--- src/rtl/timer_bus_arbiter.sv ---
// timer_bus_arbiter: round-robin 2-master AXI4-Lite arbiter in front of the machine timer; one outstanding transaction, buffered response, watchdog SLVERR
module timer_bus_arbiter #(
  parameter int AddressWidth  = 32,
  parameter int DataWidth     = 32,
  parameter int TimeoutCycles = 64
) (
  input  logic                    clk_i,
  input  logic                    rst_i,
  input  logic                    m0_awvalid,
  input  logic                    m0_wvalid,
  input  logic                    m0_arvalid,
  input  logic                    m0_bready,
  input  logic                    m0_rready,
  input  logic [AddressWidth-1:0] m0_awaddr,
  input  logic [AddressWidth-1:0] m0_araddr,
  input  logic [DataWidth-1:0]    m0_wdata,
  input  logic [3:0]              m0_be,
  output logic                    m0_awready,
  output logic                    m0_wready,
  output logic                    m0_arready,
  output logic                    m0_bvalid,
  output logic                    m0_rvalid,
  output logic [1:0]              m0_bresp,
  output logic [1:0]              m0_rresp,
  output logic [DataWidth-1:0]    m0_rdata,
  input  logic                    m1_awvalid,
  input  logic                    m1_wvalid,
  input  logic                    m1_arvalid,
  input  logic                    m1_bready,
  input  logic                    m1_rready,
  input  logic [AddressWidth-1:0] m1_awaddr,
  input  logic [AddressWidth-1:0] m1_araddr,
  input  logic [DataWidth-1:0]    m1_wdata,
  input  logic [3:0]              m1_be,
  output logic                    m1_awready,
  output logic                    m1_wready,
  output logic                    m1_arready,
  output logic                    m1_bvalid,
  output logic                    m1_rvalid,
  output logic [1:0]              m1_bresp,
  output logic [1:0]              m1_rresp,
  output logic [DataWidth-1:0]    m1_rdata,
  output logic                    s_awvalid,
  output logic                    s_wvalid,
  output logic                    s_arvalid,
  output logic                    s_bready,
  output logic                    s_rready,
  output logic [AddressWidth-1:0] s_awaddr,
  output logic [AddressWidth-1:0] s_araddr,
  output logic [DataWidth-1:0]    s_wdata,
  output logic [3:0]              s_be,
  output logic [2:0]              s_awprot,
  output logic [2:0]              s_arprot,
  input  logic                    s_awready,
  input  logic                    s_wready,
  input  logic                    s_arready,
  input  logic                    s_bvalid,
  input  logic                    s_rvalid,
  input  logic [1:0]              s_bresp,
  input  logic [1:0]              s_rresp,
  input  logic [DataWidth-1:0]    s_rdata,
  output logic                    busy_o
);
  typedef enum logic [2:0] {IDLE, REQ_RD, REQ_WR, WAIT_RD, WAIT_WR, RESP} state_e;
  state_e                  state_q, state_d;
  logic                    rr_ptr_q, rr_ptr_d, gid_q, gid_d, rd_q, rd_d;
  logic                    aw_done_q, aw_done_d, w_done_q, w_done_d;
  logic [15:0]             cnt_q, cnt_d;
  logic [AddressWidth-1:0] addr_q, addr_d;
  logic [DataWidth-1:0]    wdata_q, wdata_d, rdata_q, rdata_d;
  logic [3:0]              be_q, be_d;
  logic [1:0]              resp_q, resp_d;
  logic                    rd0, rd1, req0, req1, win, win_rd, grant, tmo, resp_hs;
  always_comb begin
    rd0        = m0_arvalid;
    rd1        = m1_arvalid;
    req0       = rd0 | (m0_awvalid & m0_wvalid);
    req1       = rd1 | (m1_awvalid & m1_wvalid);
    win        = (req0 & req1) ? ~rr_ptr_q : req1;
    win_rd     = win ? rd1 : rd0;
    grant      = (state_q == IDLE) & (req0 | req1);
    tmo        = cnt_q == 16'(TimeoutCycles - 1);
    m0_arready = grant & ~win & win_rd;
    m1_arready = grant & win & win_rd;
    m0_awready = grant & ~win & ~win_rd;
    m1_awready = grant & win & ~win_rd;
    m0_wready  = m0_awready;
    m1_wready  = m1_awready;
    // Valids are dropped on the watchdog cycle so the slave never sees a handshake we are abandoning.
    s_arvalid  = (state_q == REQ_RD) & ~tmo;
    s_awvalid  = (state_q == REQ_WR) & ~aw_done_q & ~tmo;
    s_wvalid   = (state_q == REQ_WR) & ~w_done_q & ~tmo;
    // IDLE keeps both readies high so late responses from a timed-out transaction are drained.
    s_rready   = (state_q == IDLE) | (state_q == WAIT_RD);
    s_bready   = (state_q == IDLE) | (state_q == WAIT_WR);
    s_awaddr   = addr_q;
    s_araddr   = addr_q;
    s_wdata    = wdata_q;
    s_be       = be_q;
    s_awprot   = 3'b000;
    s_arprot   = 3'b000;
    m0_rvalid  = (state_q == RESP) & ~gid_q & rd_q;
    m1_rvalid  = (state_q == RESP) & gid_q & rd_q;
    m0_bvalid  = (state_q == RESP) & ~gid_q & ~rd_q;
    m1_bvalid  = (state_q == RESP) & gid_q & ~rd_q;
    m0_rdata   = m0_rvalid ? rdata_q : '0;
    m1_rdata   = m1_rvalid ? rdata_q : '0;
    m0_rresp   = m0_rvalid ? resp_q : 2'b00;
    m1_rresp   = m1_rvalid ? resp_q : 2'b00;
    m0_bresp   = m0_bvalid ? resp_q : 2'b00;
    m1_bresp   = m1_bvalid ? resp_q : 2'b00;
    resp_hs    = (m0_rvalid & m0_rready) | (m1_rvalid & m1_rready) | (m0_bvalid & m0_bready) | (m1_bvalid & m1_bready);
    busy_o     = state_q != IDLE;
  end
  always_comb begin
    state_d   = state_q;
    rr_ptr_d  = rr_ptr_q;
    gid_d     = gid_q;
    rd_d      = rd_q;
    aw_done_d = aw_done_q;
    w_done_d  = w_done_q;
    cnt_d     = cnt_q;
    addr_d    = addr_q;
    wdata_d   = wdata_q;
    be_d      = be_q;
    rdata_d   = rdata_q;
    resp_d    = resp_q;
    case (state_q)
      IDLE: if (grant) begin
        gid_d     = win;
        rd_d      = win_rd;
        cnt_d     = '0;
        aw_done_d = 1'b0;
        w_done_d  = 1'b0;
        addr_d    = win_rd ? (win ? m1_araddr : m0_araddr) : (win ? m1_awaddr : m0_awaddr);
        wdata_d   = win_rd ? wdata_q : (win ? m1_wdata : m0_wdata);
        be_d      = win_rd ? be_q : (win ? m1_be : m0_be);
        state_d   = win_rd ? REQ_RD : REQ_WR;
      end
      REQ_RD, REQ_WR, WAIT_RD, WAIT_WR: begin
        cnt_d     = cnt_q + 16'd1;
        aw_done_d = aw_done_q | (s_awvalid & s_awready);
        w_done_d  = w_done_q | (s_wvalid & s_wready);
        if (state_q == REQ_RD && s_arvalid && s_arready) state_d = WAIT_RD;
        else if (state_q == REQ_WR && aw_done_d && w_done_d) state_d = WAIT_WR;
        else if (state_q == WAIT_RD && s_rvalid) begin
          rdata_d = s_rdata;
          resp_d  = s_rresp;
          state_d = RESP;
        end else if (state_q == WAIT_WR && s_bvalid) begin
          resp_d  = s_bresp;
          state_d = RESP;
        end else if (tmo) begin
          rdata_d = '0;
          resp_d  = 2'b10;
          state_d = RESP;
        end
      end
      RESP: if (resp_hs) begin
        rr_ptr_d = gid_q;
        state_d  = IDLE;
      end
      default: state_d = IDLE;
    endcase
  end
  always_ff @(posedge clk_i) begin
    if (rst_i) begin
      state_q   <= IDLE;
      rr_ptr_q  <= 1'b0;
      gid_q     <= 1'b0;
      rd_q      <= 1'b0;
      aw_done_q <= 1'b0;
      w_done_q  <= 1'b0;
      cnt_q     <= '0;
      addr_q    <= '0;
      wdata_q   <= '0;
      be_q      <= '0;
      rdata_q   <= '0;
      resp_q    <= '0;
    end else begin
      state_q   <= state_d;
      rr_ptr_q  <= rr_ptr_d;
      gid_q     <= gid_d;
      rd_q      <= rd_d;
      aw_done_q <= aw_done_d;
      w_done_q  <= w_done_d;
      cnt_q     <= cnt_d;
      addr_q    <= addr_d;
      wdata_q   <= wdata_d;
      be_q      <= be_d;
      rdata_q   <= rdata_d;
      resp_q    <= resp_d;
    end
  end
endmodule

--- config.mk ---
export PLATFORM = sky130hd
export DESIGN_NAME = timer_bus_arbiter
export DESIGN_NICKNAME = d
export VERILOG_FILES = /design/src/rtl/timer_bus_arbiter.sv
export SDC_FILE = /design/constraint.sdc
export NUM_CORES = 1
export LEC_CHECK = 0
export CAP_MARGIN = 20
export CORE_AREA = 8 8 168 170
export CTS_BUF_LIST = sky130_fd_sc_hd__clkbuf_8 sky130_fd_sc_hd__clkbuf_16
export CTS_CLUSTER_DIAMETER = 30
export CTS_CLUSTER_SIZE = 16
export DETAILED_ROUTE_END_ITERATION = 10
export DIE_AREA = 0 0 176 178
export SLEW_MARGIN = 20
export SYNTH_ARGS = -nofsm -noshare
export SYNTH_HDL_FRONTEND = slang
export SYNTH_SLANG_ARGS = --single-unit
export TNS_END_PERCENT = 5
--- constraint.sdc ---
create_clock -name clk_i -period 5.5 [get_ports clk_i]
set_clock_uncertainty 0.2 [all_clocks]
set_input_delay 0.55 -clock clk_i [delete_from_list [all_inputs] [get_ports clk_i]]
set_output_delay 0.55 -clock clk_i [all_outputs]
set_load 0.005 [all_outputs]
# == Yosys cells after proc, flatten, opt, wreduce, memory -nomap -nowiden ==
# Index checks and enable logic that the tools add are counted.
# W data, S select, Z words.
# word_totals
input_bits,253
n_memories,0
latchBits,0
romBits,0
ram_bits,0
word_cells,122
out_inout_bits,194
regBits,126
# op_classes
eq_ne,10
n_mux,33
bitwise,47
addsub,1
div_mod_pow,0
n_mul,0
shifts,0
reduce_logical,19
magnitude_cmp,0
# op_table
operator,n
$mux W32,9
$pmux W16 S2,1
$and A1 B1 Y1,27
$mux W3,7
$add A16 B1 Y16 const B,1
$eq A16 B6 Y1 const B,1
$mux W16,1
$mux W2,8
$not A1 Y1,10
$or A1 B1 Y1,10
$pmux W3 S3,1
$eq A3 B2 Y1 const B,2
$eq A3 B3 Y1 const B,2
$logic_and A1 B1 Y1,6
$ne A2 B2 Y1 const B,3
$ne A6 B6 Y1 const B,1
$reduce_and A2 Y1,3
$reduce_and A3 Y1,2
$reduce_bool A3 Y1,2
$reduce_and A5 Y1,1
$mux W4,1
$pmux W1 S2,2
$reduce_and A4 Y1,1
$reduce_bool A2 Y1,2
4 further kinds,6

# == Longest topological paths before layout ==
# Gate-level depths: netlist of run 1.
# depth
depth_word,10
mapped_depth,10
ltp_nobuf,7

# == Worst setup path after synthesis of run 1 ==
# No wires, ideal clock.
# synth_path
path_type,input to output
start,input m1_awvalid
end,output m0_wready
cell_stages,8
t_required_ps,4750
path_buffers,5
path_slack_ps,2867
arrival_time_ps,1883
cell_sequence,a21o_1 -> and2_1 -> buf_4 -> buf_6 -> buf_8 -> buf_6 -> nor3_1 -> buf_4
# synth_between
elab_chain_cells,7
elab_cells_between_ends,11
cone_classes,mux (2); bitwise (9)
# synth_lines
item,line,rtl
"start, declared",26,"input logic m1_awvalid,"
$and A1 B1 Y1 (*),78,req1 = rd1 | (m1_awvalid & m1_wvalid);
$or A1 B1 Y1 (*),78,
$and A1 B1 Y1,79,win = (req0 & req1) ? ~rr_ptr_q : req1;
$mux W1,79,
$not A1 Y1 or $mux W1 (tied branches),"85, 80",
$and A1 B1 Y1 or $not A1 Y1 (tied branches),-,
$and A1 B1 Y1 (*),85,m0_awready = grant & ~win & ~win_rd;
"end, declared",19,"output logic m0_wready,"
# Mark *: on every way between the ends. The rest lies on a longest branch, timed or not.

# == Worst setup path in the final report of run 1 ==
# layout_path
start,register state_q[0]
end,output m1_rdata[2]
# layout_between
elab_chain_cells,4
# layout_lines
item,line,rtl
"start, declared",65,"state_e state_q, state_d;"
"start signal, assigned",181,state_q <= state_d;
$eq A3 B3 Y1,103,m1_rvalid = (state_q == RESP) & gid_q & rd_q;
$and A1 B1 Y1 (2 in a row),103,
$mux W32,107,m1_rdata = m1_rvalid ? rdata_q : '0;
"end, declared",42,"output logic [DataWidth-1:0] m1_rdata,"
# No other way between the ends.

==> results of run 1 <==
-- power groups by stage --
stage,sequential (mW),clock (mW),combinational [mW]
global placement,1.24,0,1.49
detailed placement,1.24,0,1.49
finish,1.22,1.11,1.48
global route,1.24,1.18,1.60
CTS,1.22,1.14,1.50
floorplan,1.19,0,0.771
-- tightest hold or removal path, delay by kind of cell (launching register included) --
kind	cells	cell delay, ps
AOI/OAI and AO/OA	1	50
buffers and inverters	1	50
DFF	1	330
-- flip-flops by register name (all words and copies together) (netlist names), 2 cells and up --
register / flops
state_q: 3
s_araddr: 32
rdata_q: 32
cnt_q: 16
s_be: 4
resp_q: 2
s_wdata: 32
-- logic make-up after synthesis --
group | synth area share
AOI/OAI and AO/OA | 0.1730
xor gates and xnor gates | 0.01370
adders and majority gates | 0.001779
buffers and inverters | 0.09699
DFF | 0.3588
muxes | 0.1586
other | 0.0005334
and+or+nand+nor | 0.1967
-- cell usage in the layout (no fill, tap or decap), types with 2 or more instances in the layout --
master and n:
clkdlybuf4s50_1 439, dfxtp_1 126, nor2_1 92, and2_1 75, nand2_1 55, a21oi_1 42
mux2i_1 36, a211oi_1 36, mux2_1 33, o21ai_1 32, mux2_2 32, a222oi_1 32
clkbuf_16 17, and3_1 9, nand3_1 9, buf_4 9, xor2_1 8, o21ai_0 7
conb_1 6, nor2b_1 5, inv_1 5, nand4_1 5, nor3_1 4, inv_6 4
clkinvlp_4 4, xnor2_1 3, nor2_4 2, and2_4 2, nand2b_1 2, nor4_4 2
o21a_1 2, o31a_1 2, a211oi_2 2, or3_1 2, clkbuf_8 2, clkinv_4 2
-- worst min-delay path by stage --
| stage | to | start | slack (ps) | cells after the start |
|---|---|---|---|---|
| 3_3_place_gp | aw_done_q$_SDFFE_PP0P_ | aw_done_q$_SDFFE_PP0P_ | 250 | 2 |
| 3_5_place_dp | aw_done_q$_SDFFE_PP0P_ | aw_done_q$_SDFFE_PP0P_ | 260 | 2 |
| 2_1_floorplan | aw_done_q$_SDFFE_PP0P_ | aw_done_q$_SDFFE_PP0P_ | 240 | 2 |
| 6_report | aw_done_q$_SDFFE_PP0P_ | aw_done_q$_SDFFE_PP0P_ | 270 | 2 |
| 4_1_cts | aw_done_q$_SDFFE_PP0P_ | aw_done_q$_SDFFE_PP0P_ | 270 | 2 |
| 5_1_grt | aw_done_q$_SDFFE_PP0P_ | aw_done_q$_SDFFE_PP0P_ | 300 | 2 |
-- area by class of cell --
| type | count | share of cell area |
|---|---|---|
| inverter | 6 | 0.001891 |
| antenna | 1 | 0.0002101 |
| clock buffer | 19 | 0.03803 |
| multi-input combinational | 561 | 0.3245 |
| tap | 335 | 0.03519 |
| sequential | 126 | 0.2118 |
| timing repair buffer | 450 | 0.3776 |
| clock inverter | 13 | 0.01082 |
-- routing by layer --
metal  up-vias  global-route usage
met5         -                   0
met4         0             0.04097
met3        16             0.05334
met2       269              0.3366
met1      3284              0.2021
li1       3507                   -
==> impl_metrics.csv, run 1 <==
group,metric,value,unit
sta,max_slew_margin,0.3620,
synth,async_flop_share,0,
synth,synth_area_per_cell,8.877,µm²
synth,yosysTopAreaCell,"dfxtp_1",
sta,clock.fmax,268.7,MHz
clock_tree,cts_buffer_depth,2,
global_route,grt_overflow,0,
floorplan,die_y,178,µm
setup_path,rrSetupSlack,2650,ps
clock_tree,cts_resized,0,
pwr,clock_power_share,0.292,
placement,dp_hpwl,23.46,mm
global_route,antenna_found_initial,0,
placement,dp_cells,1477,
setup_path,critPathCapture,"m1_rdata[2]",
finish,multi_input_area,3865,µm²
synth,syn_area,7030,µm²
finish,regArea,2522,µm²
job,cap_violations,0,
setup_path,reg2regPathDepth,7,
finish,n_fill_cell,2487,
sta,maxSlewViolCount,0,
clock_tree,clkLatencyLatePin,420,ps
pwr,switchingPower,1.271,mW
placement,dpl_cell_area,11310,µm²
pwr,seq_power_share,0.320,
sta,period_share,0.6767,
drt,met3RoutedLength,2.102,mm
sta,tightestPinTransition,957.1,ps
placement,dp_slack,1796,ps
floorplan,die_w,176,µm
sta,setup_ws,1778,ps
pwr,p_int,2.538,mW
drt,via_per_inst,4.683,
finish,nets,1416,
clock_tree,cts-root-buf,"clkbuf_16",
synth,ys_top_cells_by_area,"dfxtp_1 36%, and2_1 6.8%, mux2_1 5.3%",
floorplan,die_area,31330,µm²
sta,hold_slack,274.2,ps
finish,stdcell_count,1511,
setup_path,cp_data_arrival_time,2970,ps
clock_tree,numCtsBuffers,17,
synth,ys.flop_type,"dfxtp_1",
clock_tree,cts_tree,"yes",
sta,tns,0,ps
pwr,combPwrFrac,0.388,
sta,rsz0062_at_grt,"no",
synth,ys_ff_latch,126,
synth,yosysWarnings,0,
drt,wire_per_inst,19.79,µm
setup_path,critPathMaxStageDelay,810,ps
pwr,vdd_ir_drop_max,0.1596,mV
synth,synth_seq_area_share,0.3588,
setup_path,slowest_stage,"and3_1",
drt,drtAntennaViolNets,0,
synth,netlist_instances,792,
setup_path,cp-end-kind,"output pin",
finish,fin_util,0.4650,
synth,synth_top_area_share,0.3588,
setup_path,required,4750,ps
sta,finalHoldViolations,0,
setup_path,timing.rr.start,"state_q[2]$_SDFFE_PP0P_",
drt,firstDrtPassIters,6,
setup_path,cp_max_fo,35,
outcome,status,"completed",
sta,fin_crit,3722,ps
clock_tree,cts_hold_buf,0,
setup_path,crit_buf_inv,1,
drt,routed_wl,29.90,mm
floorplan,io-pin-count,447,
drt,first_iter_violations,452,
placement,gp_congestion,0.8081,
synth,synthTopCellsByCount,"126 x dfxtp_1, 92 x nor2_1, 76 x and2_1, 55 x nand2_1, 45 x buf_4",
global_route,grt_pass1_wl,44.04,mm
drt,via_count,7076,
clock_tree,clkTransAtPathRegs,60,ps
finish,drive_above_1_share,0.08340,
setup_path,r2r-end,"s_wdata[7]$_SDFFE_PP0P_",
pwr,switching_share,0.3337,
setup_path,worst-setup-path-type,"register to output pin",
setup_path,cp-start-kind,"register",
synth,synth_enable_flop_cells,0,
placement,io_buffer_count,440,
global_route,grt_pass1_vias,7242,
floorplan,initial_core_util,0.2745,
drt,drc,0,
drt,wl_met1,11.86,mm
setup_path,critPathTopFamily,"simple AND/OR/NAND/NOR gates",
pwr,powerDensity,319.8,nW/µm²
setup_path,crit_chain,"nor2b_1 -> and2_1 -> and3_1 -> and2_1 -> clkdlybuf4s50_1",
sta,setup_viol,0,
setup_path,crit_path_start,"state_q[0]$_SDFFE_PP0P_",
floorplan,core,25620,µm²
clock_tree,cts_sinks,126,
pwr,leakagePower,4.396,nW
hold_path,hold_class,"register to register",
synth,synth_most_common_cell,"dfxtp_1",
drt,top_layer_used,"met4",
floorplan,rows,59,
drt,met2WireLength,15.65,mm
clock_tree,cts-htree-levels,4,
global_route,track_usage,0.1819,
setup_path,crit_top_cell,"and2_1",
global_route,grt_max_degree,103,
finish,area_growth,69.41,%
setup_path,path_depth,5,
pwr,power,3.809,mW
synth,yosysUniqueCellTypes,58,
finish,final_area,11910,µm²
clock_tree,post_cts_buffers,0,
Note: power is estimated with default switching activity, not from simulation.
==> run 2, diff against run 1 <==
- CORE_AREA: 8 8 168 170 -> 8 8 169 171
- DIE_AREA: 0 0 176 178 -> 0 0 177 179
- clock period: 5.5 -> 3.6 ns (I/O delays scaled with it)
==> run 2 against run 1 <==
  * Via count grew 0.33%
  * Worst hold slack lost 200 ps
  * Sequential power grew 52%
  * Clock power grew 68%
  * Die area grew 1.1%
  * Register-to-register slack lost 1600 ps
  * Non-clock buffer count grew 11
  * Count of clock-buffer cells in the layout shrank 2
  * First-iteration DRC count shrank 8.2%
  * Critical path type unchanged
  * Critical endpoint is now m1_rresp[1]
  * Largest power group unchanged
==> impl_metrics.csv, run 2 (synthesis results as in run 1) <==
group,metric,value,unit
finish,stdcell_count,1521,
drt,first_iter_violations,415,
finish,nets,1427,
job,cap_violations,0,
drt,drtAntennaViolNets,0,
sta,fin_crit,3328,ps
floorplan,io-pin-count,447,
finish,antenna-diode-count,0,
clock_tree,cts_buffer_depth,2,
clock_tree,cts-htree-levels,4,
clock_tree,clkLatencyLatePin,410,ps
floorplan,core,25760,µm²
finish,final_cell_mix,"439 x clkdlybuf4s50_1, 126 x dfxtp_1, 92 x nor2_1, 75 x and2_1, 55 x nand2_1",
clock_tree,clkTransAtPathRegs,60,ps
sta,rsz0062_at_grt,"no",
finish,n_fill_cell,2520,
clock_tree,cts_resized,0,
global_route,grt_max_degree,79,
setup_path,worst-setup-path-type,"register to output pin",
placement,dp_hpwl,24.31,mm
drt,firstDrtPassIters,6,
finish,drive_above_1_share,0.09106,
pwr,leakagePower,4.486,nW
sta,tightestPinTransition,699.6,ps
global_route,grt_overflow,0,
sta,finalHoldViolations,0,
floorplan,die_y,179,µm
setup_path,required,3040,ps
global_route,grt_pass1_wl,44.01,mm
clock_tree,cts-root-buf,"clkbuf_16",
sta,setup_viol,0,
sta,maxSlewViolCount,0,
clock_tree,numCtsBuffers,17,
placement,dp_cells,1489,
drt,via_count,7099,
sta,tns,0,ps
placement,gp_congestion,0.8286,
global_route,grt_pass1_vias,7181,
setup_path,cp-end-kind,"output pin",
clock_tree,cts_sinks,126,
clock_tree,cts_tree,"yes",
setup_path,crit_top_cell,"and2_1",
finish,layout_commonest_cell,"clkdlybuf4s50_1",
setup_path,cp_data_arrival_time,2770,ps
global_route,antenna_found_initial,0,
floorplan,rows,59,
sta,period_share,0.9244,
floorplan,die_w,177,µm
hold_path,hold_class,"input pin to register",
drt,drc,0,
placement,io_buffer_count,440,
sta,clock.fmax,300.5,MHz
setup_path,crit_chain,"nor2b_1 -> and2_1 -> and3_1 -> buf_4 -> and2_1 -> clkdlybuf4s50_1",
drt,wire_per_inst,20.04,µm
clock_tree,post_cts_buffers,0,
pwr,powerDensity,500.2,nW/µm²
drt,routed_wl,30.48,mm
setup_path,critPathMaxStageDelay,510,ps
global_route,track_usage,0.1813,
setup_path,cp_max_fo,23,
floorplan,die_area,31680,µm²
setup_path,cp-start-kind,"register",
clock_tree,cts_hold_buf,0,
sta,max_slew_margin,0.5336,
outcome,status,"completed",
pwr,vdd_ir_drop_max,0.2337,mV
finish,area_growth,71.10,%
floorplan,initial_core_util,0.2729,
drt,via_per_inst,4.667,
setup_path,slowest_stage,"clkdlybuf4s50_1",
run 2: changes by cell type in the layout (fill, tap and decap cells not counted), sizes merged:
cell | previous run | this run
bufinv | 1 | 4
inv | 11 | 12
clkinv | 3 | 5
diode | 1 | 0
clkinvlp | 4 | 0
buf | 11 | 22
clkbuf | 19 | 17
run 2: critical path: cells and delay by family (launching register included):
kind / cells / cell delay, ps
buffers and inverters: 2 / 810
DFF: 1 / 490
and+or+nand+nor: 4 / 1060
run 2: area by class of cell:
| type | instances | area [µm²] | area share |
|---|---|---|---|
| Timing Repair Buffer | 461 | 4572 | 0.3801 |
| Multi-Input combinational cell | 561 | 3860 | 0.3209 |
| Sequential cell | 126 | 2522 | 0.2097 |
| Clock buffer | 17 | 425.4 | 0.03537 |
| Tap cell | 335 | 419.2 | 0.03485 |
| Clock inverter | 15 | 207.7 | 0.01727 |
| Inverter | 6 | 22.52 | 0.001872 |
run 2: per-layer routing:
| layer | routed length [µm] | track usage | part of all wire |
|---|---|---|---|
| met5 | 0 | 0 | 0 |
| met4 | 287 | 0.04448 | 0.0094 |
| met3 | 2156 | 0.04886 | 0.071 |
| met2 | 16200 | 0.3399 | 0.53 |
| met1 | 11840 | 0.1985 | 0.39 |
run 2: metrics by stage:
step	worst slack (ps)	util	hold WS, ps	area (µm²)	total power, mW
after floorplan	1347	-	239.3	7049	3.001
after global placement	255.3	0.4423	255.9	11400	4.195
after detailed placement	260.1	0.4423	258.9	11400	4.209
after CTS	228.6	0.4669	58.66	12030	6.113
after global routing	53.34	0.4669	77.71	12030	6.338
final	272.3	0.4669	75.91	12030	6.017
run 2: worst paths after layout:
check / from / to / slack [ps] / cells after the start
worst min register to register: aw_done_q$_SDFFE_PP0P_ / aw_done_q$_SDFFE_PP0P_ / 270 / 2
worst min-delay path: rst_i / state_q[1]$_SDFFE_PP0P_ / 80 / 3
worst max-delay path: state_q[0]$_SDFFE_PP0P_ / m1_rresp[1] / 270 / 6
worst max register to register: cnt_q[0]$_SDFFE_PP0P_ / rdata_q[0]$_SDFFE_PP0P_ / 1030 / 8
run 2: report_power, final:
group	switching (mW)	total, mW	internal, mW
combinational	1.03	2.29	1.26
clock	0.699	1.87	1.17
sequential	0.224	1.86	1.64
total	1.95	6.02	4.07
==> run 3, diff against run 2 <==
- SLEW_MARGIN: 20 -> unset
==> results of run 3 <==
Same layout as run 2: the final DEF is identical, and so are final timing and power.
